## config.mk

```make
export PLATFORM = sky130hd
export DESIGN_NAME = spi_slave_machine
export DESIGN_NICKNAME = d
export VERILOG_FILES = /design/src/rtl/spi_slave_machine.sv
export SDC_FILE = /design/constraint.sdc
export NUM_CORES = 1
export LEC_CHECK = 0
export BUFFER_PORTS_ARGS = -buffer_cell sky130_fd_sc_hd__buf_4
export CAP_MARGIN = 20
export CORE_AREA = 2 2 122 101
export DETAILED_ROUTE_END_ITERATION = 10
export DIE_AREA = 0 0 124 103
export PLACE_DENSITY = 0.84
export SYNTH_ARGS = -nofsm -noshare
export SYNTH_HDL_FRONTEND = slang
export SYNTH_SLANG_ARGS = --single-unit
```

## constraint.sdc

```tcl
create_clock -name clk -period 4.2 [get_ports clk]
set_input_delay 0.84 -clock clk [delete_from_list [all_inputs] [get_ports clk]]
set_output_delay 0.84 -clock clk [all_outputs]
set_load 0.01 [all_outputs]
```

## src/rtl/spi_slave_machine.sv

```systemverilog
// rtl/spi_slave_machine.sv - SPI target frame engine; optional underrun/fill behaviour via SPI_SLV_UNDERRUN_EN
module spi_slave_machine #(
    parameter int SYNC_STAGES = 2
) (
    input  logic        clk,
    input  logic        rst_n,
    input  logic [4:0]  wlen,
    input  logic        cpol,
    input  logic        cpha,
    input  logic        spi_sclk,
    input  logic        spi_cs_n,
    input  logic        spi_mosi,
    output logic        spi_miso,
    output logic        spi_miso_oe,
    input  logic [31:0] tx_data,
    input  logic        tx_valid,
    output logic        tx_ready,
    output logic [31:0] rx_data,
    output logic        rx_valid,
    output logic        busy,
    output logic        wc,
    output logic        fc,
    output logic [11:0] wdcnt,
    output logic        underrun
);

    localparam logic [2:0] S_IDLE  = 3'd0;
    localparam logic [2:0] S_ARMED = 3'd1;
    localparam logic [2:0] S_LOAD  = 3'd2;
    localparam logic [2:0] S_SHIFT = 3'd3;
    localparam logic [2:0] S_WORD  = 3'd4;

    logic [SYNC_STAGES-1:0] r_sclk_sync;
    logic [SYNC_STAGES-1:0] r_cs_sync;
    logic [SYNC_STAGES-1:0] r_mosi_sync;
    logic                   r_sclk_hist;
    logic                   r_cs_hist;

    logic [2:0]  r_state;
    logic [31:0] r_txsr;
    logic [31:0] r_rxsr;
    logic [4:0]  r_bit_cnt;
    logic        r_skip;
    logic [31:0] r_hold;
    logic        r_hold_full;
    logic [31:0] r_rx_data;
    logic        r_rx_valid;
    logic        r_wc;
    logic        r_fc;
    logic [11:0] r_wdcnt;

    logic        w_sclk;
    logic        w_cs;
    logic        w_mosi;
    logic        w_lead;
    logic        w_trail;
    logic        w_sample;
    logic        w_shift;
    logic        w_cs_fall;
    logic        w_cs_rise;
    logic        w_busy;
    logic        w_load;
    logic [31:0] w_mask;
    logic [31:0] w_fill;
    logic [31:0] w_tx_word;

    // Synchronisers held at zero in reset, so a low cs_n must be seen high before any frame is joined
    always_ff @(posedge clk) begin
        if (!rst_n) begin
            r_sclk_sync <= '0;
            r_cs_sync   <= '0;
            r_mosi_sync <= '0;
            r_sclk_hist <= 1'b0;
            r_cs_hist   <= 1'b0;
        end else begin
            r_sclk_sync <= {r_sclk_sync[SYNC_STAGES-2:0], spi_sclk};
            r_cs_sync   <= {r_cs_sync[SYNC_STAGES-2:0], spi_cs_n};
            r_mosi_sync <= {r_mosi_sync[SYNC_STAGES-2:0], spi_mosi};
            r_sclk_hist <= r_sclk_sync[SYNC_STAGES-1];
            r_cs_hist   <= r_cs_sync[SYNC_STAGES-1];
        end
    end

    assign w_sclk    = r_sclk_sync[SYNC_STAGES-1];
    assign w_cs      = r_cs_sync[SYNC_STAGES-1];
    assign w_mosi    = r_mosi_sync[SYNC_STAGES-1];
    assign w_lead    = (w_sclk != cpol) && (r_sclk_hist == cpol);
    assign w_trail   = (w_sclk == cpol) && (r_sclk_hist != cpol);
    assign w_sample  = cpha ? w_trail : w_lead;
    assign w_shift   = cpha ? w_lead : w_trail;
    assign w_cs_fall = !w_cs && r_cs_hist;
    assign w_cs_rise = w_cs && !r_cs_hist;
    assign w_mask    = 32'hFFFF_FFFF >> (5'd31 - wlen);
    assign w_busy    = (r_state == S_LOAD) || (r_state == S_SHIFT) || (r_state == S_WORD);
    // A word boundary that coincides with cs_n rising does not pull from the buffer
    assign w_load    = (r_state == S_LOAD && !w_cs_rise) || (r_state == S_WORD && !w_cs_rise);
`ifdef SPI_SLV_UNDERRUN_EN
    assign w_fill    = 32'hFFFF_FFFF;
`else
    assign w_fill    = 32'h0000_0000;
`endif
    assign w_tx_word = r_hold_full ? r_hold : w_fill;

    // Single-entry transmit holding buffer; accept needs empty, consume needs full
    always_ff @(posedge clk) begin
        if (!rst_n) begin
            r_hold      <= '0;
            r_hold_full <= 1'b0;
        end else if (w_load && r_hold_full) begin
            r_hold_full <= 1'b0;
        end else if (tx_valid && !r_hold_full) begin
            r_hold      <= tx_data;
            r_hold_full <= 1'b1;
        end
    end

`ifdef SPI_SLV_UNDERRUN_EN
    logic r_underrun;
    // Sticky flag: a word began with nothing queued
    always_ff @(posedge clk) begin
        if (!rst_n) begin
            r_underrun <= 1'b0;
        end else if (w_load && !r_hold_full) begin
            r_underrun <= 1'b1;
        end
    end
    assign underrun = r_underrun;
`else
    assign underrun = 1'b0;
`endif

    // Frame state machine: cs_n rising always wins over a same-cycle SCLK edge
    always_ff @(posedge clk) begin
        if (!rst_n) begin
            r_state    <= S_ARMED;
            r_txsr     <= '0;
            r_rxsr     <= '0;
            r_bit_cnt  <= '0;
            r_skip     <= 1'b0;
            r_rx_data  <= '0;
            r_rx_valid <= 1'b0;
            r_wc       <= 1'b0;
            r_fc       <= 1'b0;
            r_wdcnt    <= '0;
        end else begin
            r_rx_valid <= 1'b0;
            case (r_state)
                S_ARMED: begin
                    if (w_cs) r_state <= S_IDLE;
                end
                S_IDLE: begin
                    if (w_cs_fall) begin
                        r_state <= S_LOAD;
                        r_wc    <= 1'b0;
                        r_fc    <= 1'b0;
                        r_wdcnt <= '0;
                    end
                end
                S_LOAD: begin
                    if (w_cs_rise) begin
                        r_state <= S_IDLE;
                        r_fc    <= 1'b1;
                    end else begin
                        r_txsr    <= w_tx_word;
                        r_bit_cnt <= wlen;
                        r_skip    <= cpha;
                        r_state   <= S_SHIFT;
                    end
                end
                S_SHIFT: begin
                    if (w_cs_rise) begin
                        r_state <= S_IDLE;
                        r_fc    <= 1'b1;
                    end else if (w_sample) begin
                        r_rxsr <= {r_rxsr[30:0], w_mosi};
                        if (r_bit_cnt != 5'd0) r_bit_cnt <= r_bit_cnt - 5'd1;
                        else                   r_state   <= S_WORD;
                    end else if (w_shift) begin
                        if (r_skip) r_skip <= 1'b0;
                        else        r_txsr <= {r_txsr[30:0], 1'b0};
                    end
                end
                S_WORD: begin
                    r_rx_data  <= r_rxsr & w_mask;
                    r_rx_valid <= 1'b1;
                    r_wc       <= 1'b1;
                    r_wdcnt    <= r_wdcnt + 12'd1;
                    if (w_cs_rise) begin
                        r_state <= S_IDLE;
                        r_fc    <= 1'b1;
                    end else begin
                        r_txsr    <= w_tx_word;
                        r_bit_cnt <= wlen;
                        r_skip    <= 1'b1;
                        r_state   <= S_SHIFT;
                    end
                end
                default: r_state <= S_IDLE;
            endcase
        end
    end

    assign spi_miso    = w_busy ? r_txsr[wlen] : 1'b0;
    assign spi_miso_oe = w_busy;
    assign busy        = w_busy;
    assign tx_ready    = !r_hold_full;
    assign rx_data     = r_rx_data;
    assign rx_valid    = r_rx_valid;
    assign wc          = r_wc;
    assign fc          = r_fc;
    assign wdcnt       = r_wdcnt;

endmodule

```

* Word-level counts from Yosys, hierarchy flattened *
Index checks and enable logic that the tools add are counted.
W data, S select, Z words.

storage, ports and cells
  input bits = 45
  bits in registers = 161
  logic and storage cells = 117
  output and inout bits = 52

operators by class
  eq/ne operators = 22
  $lt $le $gt $ge = 1
  mux-type cells = 37
  shift-type cells = 1
  bitwise gates (word level) = 4
  $add $sub $neg = 3
  reduce and logical (&&, ||, !) cells = 32

operators by type and width
  cell                     count
  $mux W32                 6
  $pmux W32 S2             1
  $and A32 B32 Y32         1
  $shr A32 B5 Y32 const A  1
  $pmux W12 S2             1
  $mux W5                  4
  $ne A2 B2 Y1 const B     10
  $mux W3                  5
  $add A12 B1 Y12 const B  1
  $mux W1                  12
  $mux W12                 1
  $pmux W3 S4              1
  $reduce_and A6 Y1        2
  $pmux W5 S2              1
  $logic_and A1 B1 Y1      8
  $eq A3 B2 Y1 const B     2
  $lt A5 B6 Y1 const B     1
  $ne A3 B3 Y1 const B     2
  $reduce_and A3 Y1        2
  $reduce_bool A2 Y1       3
  $bmux W1 S5              1
  $reduce_and A5 Y1        1
  $reduce_bool A5 Y1       1
  $sub A5 B1 Y5 const B    1
  18 further kinds         31

* Depth between registers and ports, before layout *
  depth after elaboration = 8
  gate-level depth with buffers = 8
  gate-level depth less buffers = 7

* Least setup slack after synthesis *
Ideal clock, no wire load.

  path type = input port to output port
  from = input wlen[1]
  to = output spi_miso
  setup slack = 1.146 ns
  path buffers = 2
  stages on the path = 6
  required time = 3.360 ns
  data arrival time = 2.214 ns
  cells stage by stage = clkbuf_1 -> clkbuf_1 -> mux4_2 -> nand3b_1 -> nand2_1 -> a221oi_1

on the way
  longest elaborated chain between the ends = 3

ends and longest elaborated chain
  what                           RTL line  RTL
  start, declared                7         input logic [4:0] wlen,
  $bmux W1 S5                    203       assign spi_miso = w_busy ? r_txsr[wlen] : 1'b0;
  $mux W1 (implied by the code)  203
  $mux W1                        203
  end, declared                  13        output logic spi_miso,

Every way passes these cells. The select of a mux whose other input is x is not followed.

* Worst setup path after layout *
  from = input wlen[0]
  to = output spi_miso

Same word-level chain as after synthesis.

==> reports/qor.csv <==
metric,value,unit
met3 Use GR,6.03,%
largest net degree at the start of global routing,81,
"Slew Viols, Final",0,
Vias,6216,
GRT met1 Usage,38.0,%
Worst-path clk slew,0.06,ns
most used routing layer,met2,
# Max-Cap Violations,0,
r2r endpoint,rx_data[18],
CP max FO,15,
Rel. slew slack,33.8,%
kind of critical path,input pin to output pin,
Syn Nets,869,
worst r2r path cells,6,
main flop type after synthesis,dfxtp_1,
nets,917,
Fmax,302,MHz
Util after Layout,70.2,%
worst reg2reg setup slack,1.94,ns
Die W,124,um
Hold Path Origin,rx_data[19],
CTS H-tree lvls,4,
die height,103,um
hold crit path type,flip-flop to flip-flop,
Antenna Nets Post-Route,0,
drc violations,0,
final setup violation count,0,
Starting Density,58.9,%
worst vdd ir,0.000276,V
die area,12800,um^2
final hold vios,0,
CTS resizes,0,
Final HPWL DP,11.2,mm
most frequent cells after synthesis,"nand2_1 (241), dfxtp_1 (161), a21oi_1 (98)",
CTS tree,built,
WP data arrival,2.47,ns
"top cells by area, synth","dfxtp_1 (47%), nand2_1 (13%), a21oi_1 (7.1%)",
fillers,902,
initial antenna violation count,0,
num rows,36,
pwr dens,406,nW/um^2
met2 Usage GRT,44.0,%
Hold Path Cell Cnt,2,
minimum clock period,3.31,ns
initial DRC count,610,
Wirelength per Cell,16.6,um
gr usage total,27.8,%
Final Wtd Congestion,0.826,
sequential element share of the synthesized area,46.7,%
Overall Power,3.34,mW
clk_lat worst skew,0.43,ns
Synth cell types,60,
top cell type's share of synthesized area,46.7,%
status,completed,
final hold slack,0.441,ns
CTS Hold Buffers Added,0,
Yosys Warn Count,0,
CTS max path bufs,2,
drt pass-1 iters,5,
Ant. Diodes,0,
Root Driver,clkbuf_16,
final wirelength,17.2,mm
Hold Path Sink,rx_data[19],
nature of the critical path startpoint,input pin,
Syn Inst Count,822,
"EDFF count, synth",0,
share of cells above drive strength 1,17.8,%
Clock Skews,0.0113,ns
I/O Pins,97,
"FFs w/ async S/R, synth",0,%
total CTS buffers,17,
P_leak,3.40,nW
R2R Path Start,r_state[0],
Slew @ Worst Pin,0.991,ns
total core area,11700,um^2
syn_area_per_cell,8.40,um^2
clock sinks,161,
RSZ-0062 raised after global routing,no,
mapped cell area,6900,um^2
Synth area leader,dfxtp_1,
I/O Buffers,95,
setup bufs post-CTS,0,
synthesized flop and latch total,161,
remaining global-route overflow,0,
area grow syn2layout,19.0,%
vias per cell,6.01,
most frequent cell after synthesis,nand2_1,
vias in the first global route,5658,
CP endpoint kind,output pin,
first-pass GRT wire length,27.9,mm
post-route setup TNS,0,ns
Final Cycle Share,78.8,%
critical path required time,3.36,ns
[worst max path at each step]
stage / startpoint / depth (start not counted) / slack (ns) / to
2_1_floorplan: wlen[1] / 6 / 1.15 / spi_miso
3_3_place_gp: wlen[0] / 6 / 0.93 / spi_miso
3_5_place_dp: wlen[0] / 6 / 0.92 / spi_miso
4_1_cts: wlen[0] / 6 / 0.91 / spi_miso
5_1_grt: wlen[0] / 7 / 0.82 / spi_miso
6_report: wlen[0] / 7 / 0.89 / spi_miso
[metal layers]
layer	vias to the layer above	share of wire, %
met1	2947	45
met5	-	0
met4	0	1.6
met3	21	7.2
li1	2994	-
met2	254	47
[flip-flops by register name, indices dropped and copies added, names as in the netlist, 2 cells and up]
register / flops
r_sclk_sync: 2
rx_data: 32
r_mosi_sync: 2
r_bit_cnt: 5
r_rxsr: 32
wdcnt: 12
r_state: 3
r_hold: 32
r_cs_sync: 2
r_txsr: 32
[logic make-up after synthesis]
group / share of synthesized area (%)
multiplexers: 3.95
AND/OR/NAND/NOR: 20.5
adder cells (fa/ha/maj): 0.362
AO/OA/AOI/OAI: 23.1
XOR/XNOR: 0.254
other: 0.0543
buffers and inverters: 5.11
flip-flops: 46.7
[layout by cell type, fill, tap and decap left out, types with 9 or more instances in the layout]
master     instances
buf_4            103
nand3_1           12
dfxtp_1          161
nor2_1            31
o21ai_0            9
clkbuf_16         17
nand2_1          241
o2111ai_1         31
a21oi_1           98
o211ai_1           9
and2_1            11
o211a_1           33
[worst max-delay path: stages]
cell and delay, ns:
buf_4 0.22, mux2i_1 0.13, mux4_2 0.46, nand3b_1 0.11, nand2_1 0.05, a221oi_1 0.44, buf_4 0.22
[where the power goes]
part,leakage [nW],internal (mW),switching [mW]
Sequential,1.30,1.55,0.0145
Combinational,1.80,0.0642,0.104
Clock,0.294,0.959,0.643
[stage by stage]
| stage | cell area (um^2) | cells | worst slack [ns] |
|---|---|---|---|
| 2_1_floorplan | 6900 | 822 | 1.15 |
| 3_3_place_gp | 7540 | 1000 | 0.934 |
| 3_5_place_dp | 7570 | 1002 | 0.916 |
| 4_1_cts | 8190 | 1034 | 0.913 |
| 5_1_grt | 8220 | 1035 | 0.823 |
| 6_report | 8220 | 1035 | 0.891 |
[area by class of cell]
cell class                      count  area, um^2  area share (%)
Clock buffer                       18         439            5.34
Clock inverter                     14         179            2.18
Inverter                            5        18.8           0.228
Multi-Input combinational cell    579        3340            40.6
Sequential cell                   161        3220            39.2
Tap cell                          152         190            2.31
Timing Repair Buffer              106         831            10.1
Power figures use the tool's default switching activity.
